===== config.mk =====
export PLATFORM = sky130hd
export DESIGN_NAME = neuron_sequencer
export DESIGN_NICKNAME = d
export VERILOG_FILES = /design/src/rtl/neuron_sequencer.sv
export SDC_FILE = /design/constraint.sdc
export NUM_CORES = 1
export LEC_CHECK = 0
export BUFFER_PORTS_ARGS = -buffer_cell sky130_fd_sc_hd__buf_2
export CORE_MARGIN = 1
export CORE_UTILIZATION = 32
export DETAILED_ROUTE_END_ITERATION = 8
export GPL_TIMING_DRIVEN = 0
export PLACE_DENSITY_LB_ADDON = 0.15
export SYNTH_ARGS = -nofsm -noshare
export SYNTH_HDL_FRONTEND = slang
export SYNTH_SLANG_ARGS = --single-unit

===== constraint.sdc =====
create_clock -name clk -period 2.47 [get_ports clk]
set_clock_uncertainty 0.1 [all_clocks]
set_input_delay 0.3705 -clock clk [delete_from_list [all_inputs] [get_ports clk]]
set_output_delay 0.3705 -clock clk [all_outputs]
set_load 0.03 [all_outputs]

===== src/rtl/neuron_sequencer.sv =====
// neuron_sequencer: control sequencer for one neuron MAC datapath.
// Clears the accumulator, streams N input/weight pairs from a synchronous-read
// operand memory into the datapath, captures the activation result and offers
// it on a valid/ready handshake.
// Optional feature macro: NEURON_BIAS_EN (appends a bias load, +1 x bias_w,
// after the N operand loads).
module neuron_sequencer #(
    parameter int unsigned N  = 16,
    parameter int unsigned AW = 16
) (
    input  logic          clk,
    input  logic          rst,
    input  logic          start,
    output logic          busy,
    output logic          rd_en,
    output logic [AW-1:0] rd_addr,
    input  logic [7:0]    rd_in,
    input  logic [7:0]    rd_w,
    output logic          dp_clr,
    output logic          dp_ld,
    output logic [15:0]   dp_idx,
    output logic [7:0]    dp_in,
    output logic [7:0]    dp_w,
    input  logic [15:0]   dp_res,
    input  logic [7:0]    bias_w,
    output logic [15:0]   result,
    output logic          result_valid,
    input  logic          result_ready
);

    typedef enum logic [2:0] {
        IDLE,
        CLR,
        STREAM,
        DRAIN,
        CAPTURE,
        OUT
    } state_t;

    localparam logic [AW-1:0] K_LAST = AW'(N - 1);
`ifdef NEURON_BIAS_EN
    localparam logic [AW-1:0] K_BIAS = AW'(N);
`endif

    state_t        state_q, state_d;
    logic [AW-1:0] k_q, k_d;
    logic          busy_q, busy_d;
    logic          rd_en_q, rd_en_d;
    logic          clr_q, clr_d;
    logic          ld_q, ld_d;
    logic          bias_ld_q, bias_ld_d;
    logic [15:0]   idx_q, idx_d;
    logic [15:0]   result_q, result_d;
    logic          valid_q, valid_d;
    logic          bias_issue;

    // Next-state and registered-output logic of the sequencer FSM
    always_comb begin
        state_d    = state_q;
        k_d        = k_q;
        rd_en_d    = 1'b0;
        clr_d      = 1'b0;
        result_d   = result_q;
        bias_issue = 1'b0;

        case (state_q)
            IDLE: begin
                if (start) begin
                    state_d = CLR;
                    clr_d   = 1'b1;
                    k_d     = '0;
                end
            end
            CLR: begin
                state_d = STREAM;
                rd_en_d = 1'b1;
                k_d     = '0;
            end
            STREAM: begin
`ifdef NEURON_BIAS_EN
                // One extra STREAM cycle with no read issues the bias load
                if (k_q == K_BIAS) begin
                    bias_issue = 1'b1;
                    state_d    = DRAIN;
                    k_d        = '0;
                end else begin
                    k_d     = k_q + 1'b1;
                    rd_en_d = (k_q != K_LAST);
                end
`else
                if (k_q == K_LAST) begin
                    state_d = DRAIN;
                    k_d     = '0;
                end else begin
                    k_d     = k_q + 1'b1;
                    rd_en_d = 1'b1;
                end
`endif
            end
            DRAIN: begin
                state_d = CAPTURE;
            end
            CAPTURE: begin
                state_d  = OUT;
                result_d = dp_res;
            end
            OUT: begin
                if (result_ready) begin
                    state_d = IDLE;
                end
            end
            default: begin
                state_d = IDLE;
            end
        endcase

        busy_d  = (state_d != IDLE);
        valid_d = (state_d == OUT);

        // Load pipeline: read data returns one cycle after rd_en, so the
        // load strobe and index trail the read request by one cycle
        ld_d      = rd_en_q | bias_issue;
        bias_ld_d = bias_issue;
        idx_d     = ld_d ? 16'(k_q) : '0;
    end

    // State register for the FSM, address counter and load pipeline
    always_ff @(posedge clk or posedge rst) begin
        if (rst) begin
            state_q   <= IDLE;
            k_q       <= '0;
            busy_q    <= 1'b0;
            rd_en_q   <= 1'b0;
            clr_q     <= 1'b0;
            ld_q      <= 1'b0;
            bias_ld_q <= 1'b0;
            idx_q     <= '0;
            result_q  <= '0;
            valid_q   <= 1'b0;
        end else begin
            state_q   <= state_d;
            k_q       <= k_d;
            busy_q    <= busy_d;
            rd_en_q   <= rd_en_d;
            clr_q     <= clr_d;
            ld_q      <= ld_d;
            bias_ld_q <= bias_ld_d;
            idx_q     <= idx_d;
            result_q  <= result_d;
            valid_q   <= valid_d;
        end
    end

`ifdef NEURON_BIAS_EN
    // Operand bytes to the datapath: memory data or the +1 x bias pair
    always_comb begin
        dp_in = '0;
        dp_w  = '0;
        if (ld_q) begin
            if (bias_ld_q) begin
                dp_in = 8'h01;
                dp_w  = bias_w;
            end else begin
                dp_in = rd_in;
                dp_w  = rd_w;
            end
        end
    end
`else
    logic unused_bias;
    assign unused_bias = ^{bias_w, bias_ld_q};

    // Operand bytes to the datapath: memory data only while loading
    always_comb begin
        dp_in = '0;
        dp_w  = '0;
        if (ld_q) begin
            dp_in = rd_in;
            dp_w  = rd_w;
        end
    end
`endif

    assign busy         = busy_q;
    assign rd_en        = rd_en_q;
    assign rd_addr      = k_q;
    assign dp_clr       = clr_q;
    assign dp_ld        = ld_q;
    assign dp_idx       = idx_q;
    assign result       = result_q;
    assign result_valid = valid_q;

endmodule

==> Flow_metrics.wiki <==
{| class="wikitable"
! Metric !! Value
|-
| Result of the run || finished clean
|-
| Critical path class || reg2reg
|-
| Clock period minus worst slack || 2110 ps
|-
| Post-layout worst setup margin || 361 ps
|-
| Post-DRT Antenna Nets || 0
|-
| Number of detailed-routing iterations run before antenna repair || 4
|-
| Initial standard-cell utilization of the core || 33.8%
|-
| Share of the synthesized area in compound gates (AO/OA/AOI/OAI) || 9.26%
|-
| Arithmetic-cell share of the synthesized area counting full adders, half adders and majority gates || 0.503%
|-
| Number of buffers between clock root and the deepest sink || 2
|-
| Number of clock sinks || 56
|-
| Height of the die || 90.2 um
|-
| Share of final-layout standard cells stronger than drive strength 1 || 42.2%
|-
| Data required time of the critical path || 2530 ps
|-
| Worst R2R Setup Slack || 360 ps
|-
| Setup repair after global routing missed its margin || false
|-
| Antenna violations before repair || 0
|-
| Net switching power figure || 1520 uW
|-
| Net switching share of the total power || 42.8%
|-
| Main combinational cell family by area after synthesis || simple AND/OR/NAND/NOR gates
|-
| Final-report setup violation count || 0
|-
| Weighted congestion at the end of routability-driven global placement || 0.821
|-
| Final Instance Count excl. Fillers || 438
|-
| Overall power after layout || 3560 uW
|-
| Total via count after detailed routing || 2122
|-
| Top-Level Pins || 113
|-
| Fin. Hold Viols || 0
|-
| 1st-iter DRT viols || 193
|-
| Clock edge transition at the registers on the reported setup and hold paths || 100 ps
|-
| Total CTS buffers || 5
|-
| Ys flop type || dfrtp_1
|-
| Internal power contribution || 2030 uW
|-
| Post-Syn Nets || 270
|-
| Kind of end point of the critical path || flip-flop
|-
| Skew-Pair Late Insertion Delay || 320 ps
|-
| Leftover overflow at the end of global routing || 0
|-
| Async set or reset register ratio after synthesis || 100%
|-
| Category of the worst setup path launch point || flip-flop
|-
| Power density cells || 1080 mW/mm2
|-
| Layout overhead on the synthesized area || 32.0%
|-
| Portion of netlist area occupied by mux cells || 7.24%
|-
| Post-place instance area || 0.00315 mm2
|-
| Total of buffers placed on input and output ports || 104
|-
| Maximum fanout encountered on the critical timing path || 10
|-
| H-tree lvl count || 2
|-
| Largest net degree at the start of global routing || 41
|-
| Static power due to leakage || 0.00165 uW
|-
| Sequential fraction of the synthesis area || 56.3%
|-
| Routed wire length per instance || 13.7 um
|-
| Number of max-cap violations || 0
|-
| Count of warnings emitted by yosys || 0
|-
| Placed Cells || 429
|-
| Fin crit share || 85.4%
|-
| Total standard cell area after synthesis || 0.00249 mm2
|-
| Number of remaining DRC errors || 0
|-
| TritonCTS clock tree || done
|-
| GRT Overall Usage || 15.4%
|-
| Hold WC Path Type || in2reg
|-
| XOR/XNOR share of the synthesized area || 0.352%
|-
| Data arrival time of the critical path || 2170 ps
|-
| Simple-Gate Fraction of Synth Area || 22.9%
|-
| Number of flops mapped to enable cells by yosys || 0
|-
| Site row count || 31
|-
| Comb pwr share || 45.3%
|-
| Final Cell Area || 0.00328 mm2
|-
| Measured slew at the worst slew-check pin || 933 ps
|-
| Horizontal die dimension || 90.2 um
|-
| Cell variety after synth || 36
|-
| Share of total power in the clock network || 18.0%
|-
| Via/cell ratio || 4.84
|-
| Placement-stage worst setup slack || 391 ps
|-
| First-pass GRT wire length || 9970 um
|-
| Area of the core region || 0.00737 mm2
|-
| Post-synthesis register bit count || 56
|-
| Maximum operating frequency || 0.474 GHz
|-
| IR Drop Worst-Case VDD || 494 uV
|-
| Avg Inst Size Synth || 11.1 um2
|-
| Cell at the root of the clock tree || clkbuf_8
|-
| Overall die area || 0.00813 mm2
|-
| Fill cells || 726
|-
| Number of instances in the synthesized netlist || 225
|-
| Relative slew margins || 37.4%
|-
| # nets final || 383
|-
| Antenna diode instance count || 0
|-
| DRT Wirelength || 5990 um
|-
| Portion of total power attributed to sequential cells || 36.7%
|-
| Via count of the first global-routing pass || 1985
|-
| Post-CTS Setup Inserts || 0
|-
| Post-detail-place hpwl || 4380 um
|-
| Final max-slew violation count || 0
|}
## per-layer routing
metal | vias up | GRT usage [%] | wire length, um
met1 | 987 | 20.2 | 2480
met5 | - | 0 | 0
li1 | 1026 | - | -
met2 | 101 | 24.8 | 2900
met4 | 0 | 4.70 | 74
met3 | 8 | 4.31 | 533
## registers in the layout, indices dropped and copies added (netlist names)
signal        flops
dp_idx           16
result_valid      1
state_q           3
result           16
dp_ld             1
rd_en             1
rd_addr          16
dp_clr            1
busy              1
## final cells by class
type,count,area (um2),share of cell area [%]
buffer,11,65.1,1.98
multi-input combinational,153,1000,30.5
clock buffer,6,82.6,2.52
tap,99,124,3.77
inverter,5,18.8,0.572
timing repair buffer,106,551,16.8
sequential,56,1400,42.7
clock inverter,2,38.8,1.18
## worst max-delay path: stages (launching register included)
cell      delay [ps]
dfrtp_1          470
ha_1             290
and4b_2          290
nand4_1          190
buf_4            240
buf_2            200
nand3b_1         110
a31oi_1           80
## synthesized netlist by cell type, drive strengths merged (5+ instances only)
library cell,n,area [um2]
a21oi,5,25.0
nor4,8,50.1
mux2,16,180
nand2b,5,31.3
buf,8,53.8
inv,5,18.8
o21ai,11,55.1
nor2,7,26.3
a31oi,12,75.1
nand4,5,31.3
nand3,8,45.0
dfrtp,56,1400
and2,34,214
nand2,15,56.3
## path summary, 6_finish.rpt
check                                   from            to  cells after the start
worst max-delay path              rd_addr[0]   rd_addr[11]                      7
worst min-delay path            result_ready  result_valid                      2
worst max register to register    rd_addr[0]   rd_addr[11]                      7
worst min register to register     result[6]     result[6]                      1
max in group asynchronous                rst     dp_idx[3]                      4
min in group asynchronous                rst    state_q[2]                      3
## what timing repair did
| action | CTS | global route |
|---|---|---|
| resized for setup | 0 | 0 |
| hold buffers | 1 | 0 |
| hold endpoints to repair | 16 | 0 |
## layout by cell type, fill, tap and decap left out, types with 2 or more instances in the layout
cell type / instances
buf_2: 108
dfrtp_1: 56
and2_1: 33
mux2_2: 16
nand2_1: 15
a31oi_1: 12
o21ai_0: 11
nor4_1: 8
nor2_1: 7
nand3_1: 7
clkbuf_8: 6
nand2b_1: 5
nand4_1: 5
a21oi_1: 5
nor3_1: 4
inv_1: 4
nand3b_1: 4
clkbuf_1: 3
buf_4: 3
o211ai_1: 3
a22o_1: 2
or3_1: 2
## logic make-up after synthesis
| group | Yosys count |
|---|---|
| AO/OA/AOI/OAI | 37 |
| XOR/XNOR | 1 |
| adder cells (fa/ha/maj) | 1 |
| buffers and inverters | 16 |
| flip-flops | 56 |
| multiplexers | 16 |
| AND/OR/NAND/NOR | 98 |
## power groups by stage
stage | Sequential [uW] | Combinational [uW] | Clock (uW)
floorplan | 1740 | 736 | 0
global placement | 1320 | 1620 | 0
detailed placement | 1330 | 1630 | 0
CTS | 1310 | 1630 | 661
global route | 1360 | 1750 | 703
finish | 1310 | 1610 | 639
## through the flow
stage          util [%]  TNS [ps]  hold WS, ps
2_1_floorplan         -         0          389
3_3_place_gp       42.5     -6670          385
3_5_place_dp       42.8         0          284
4_1_cts            44.6         0          162
5_1_grt            44.6         0          160
6_report           44.6         0          179
(Power assumes the default switching activity.)
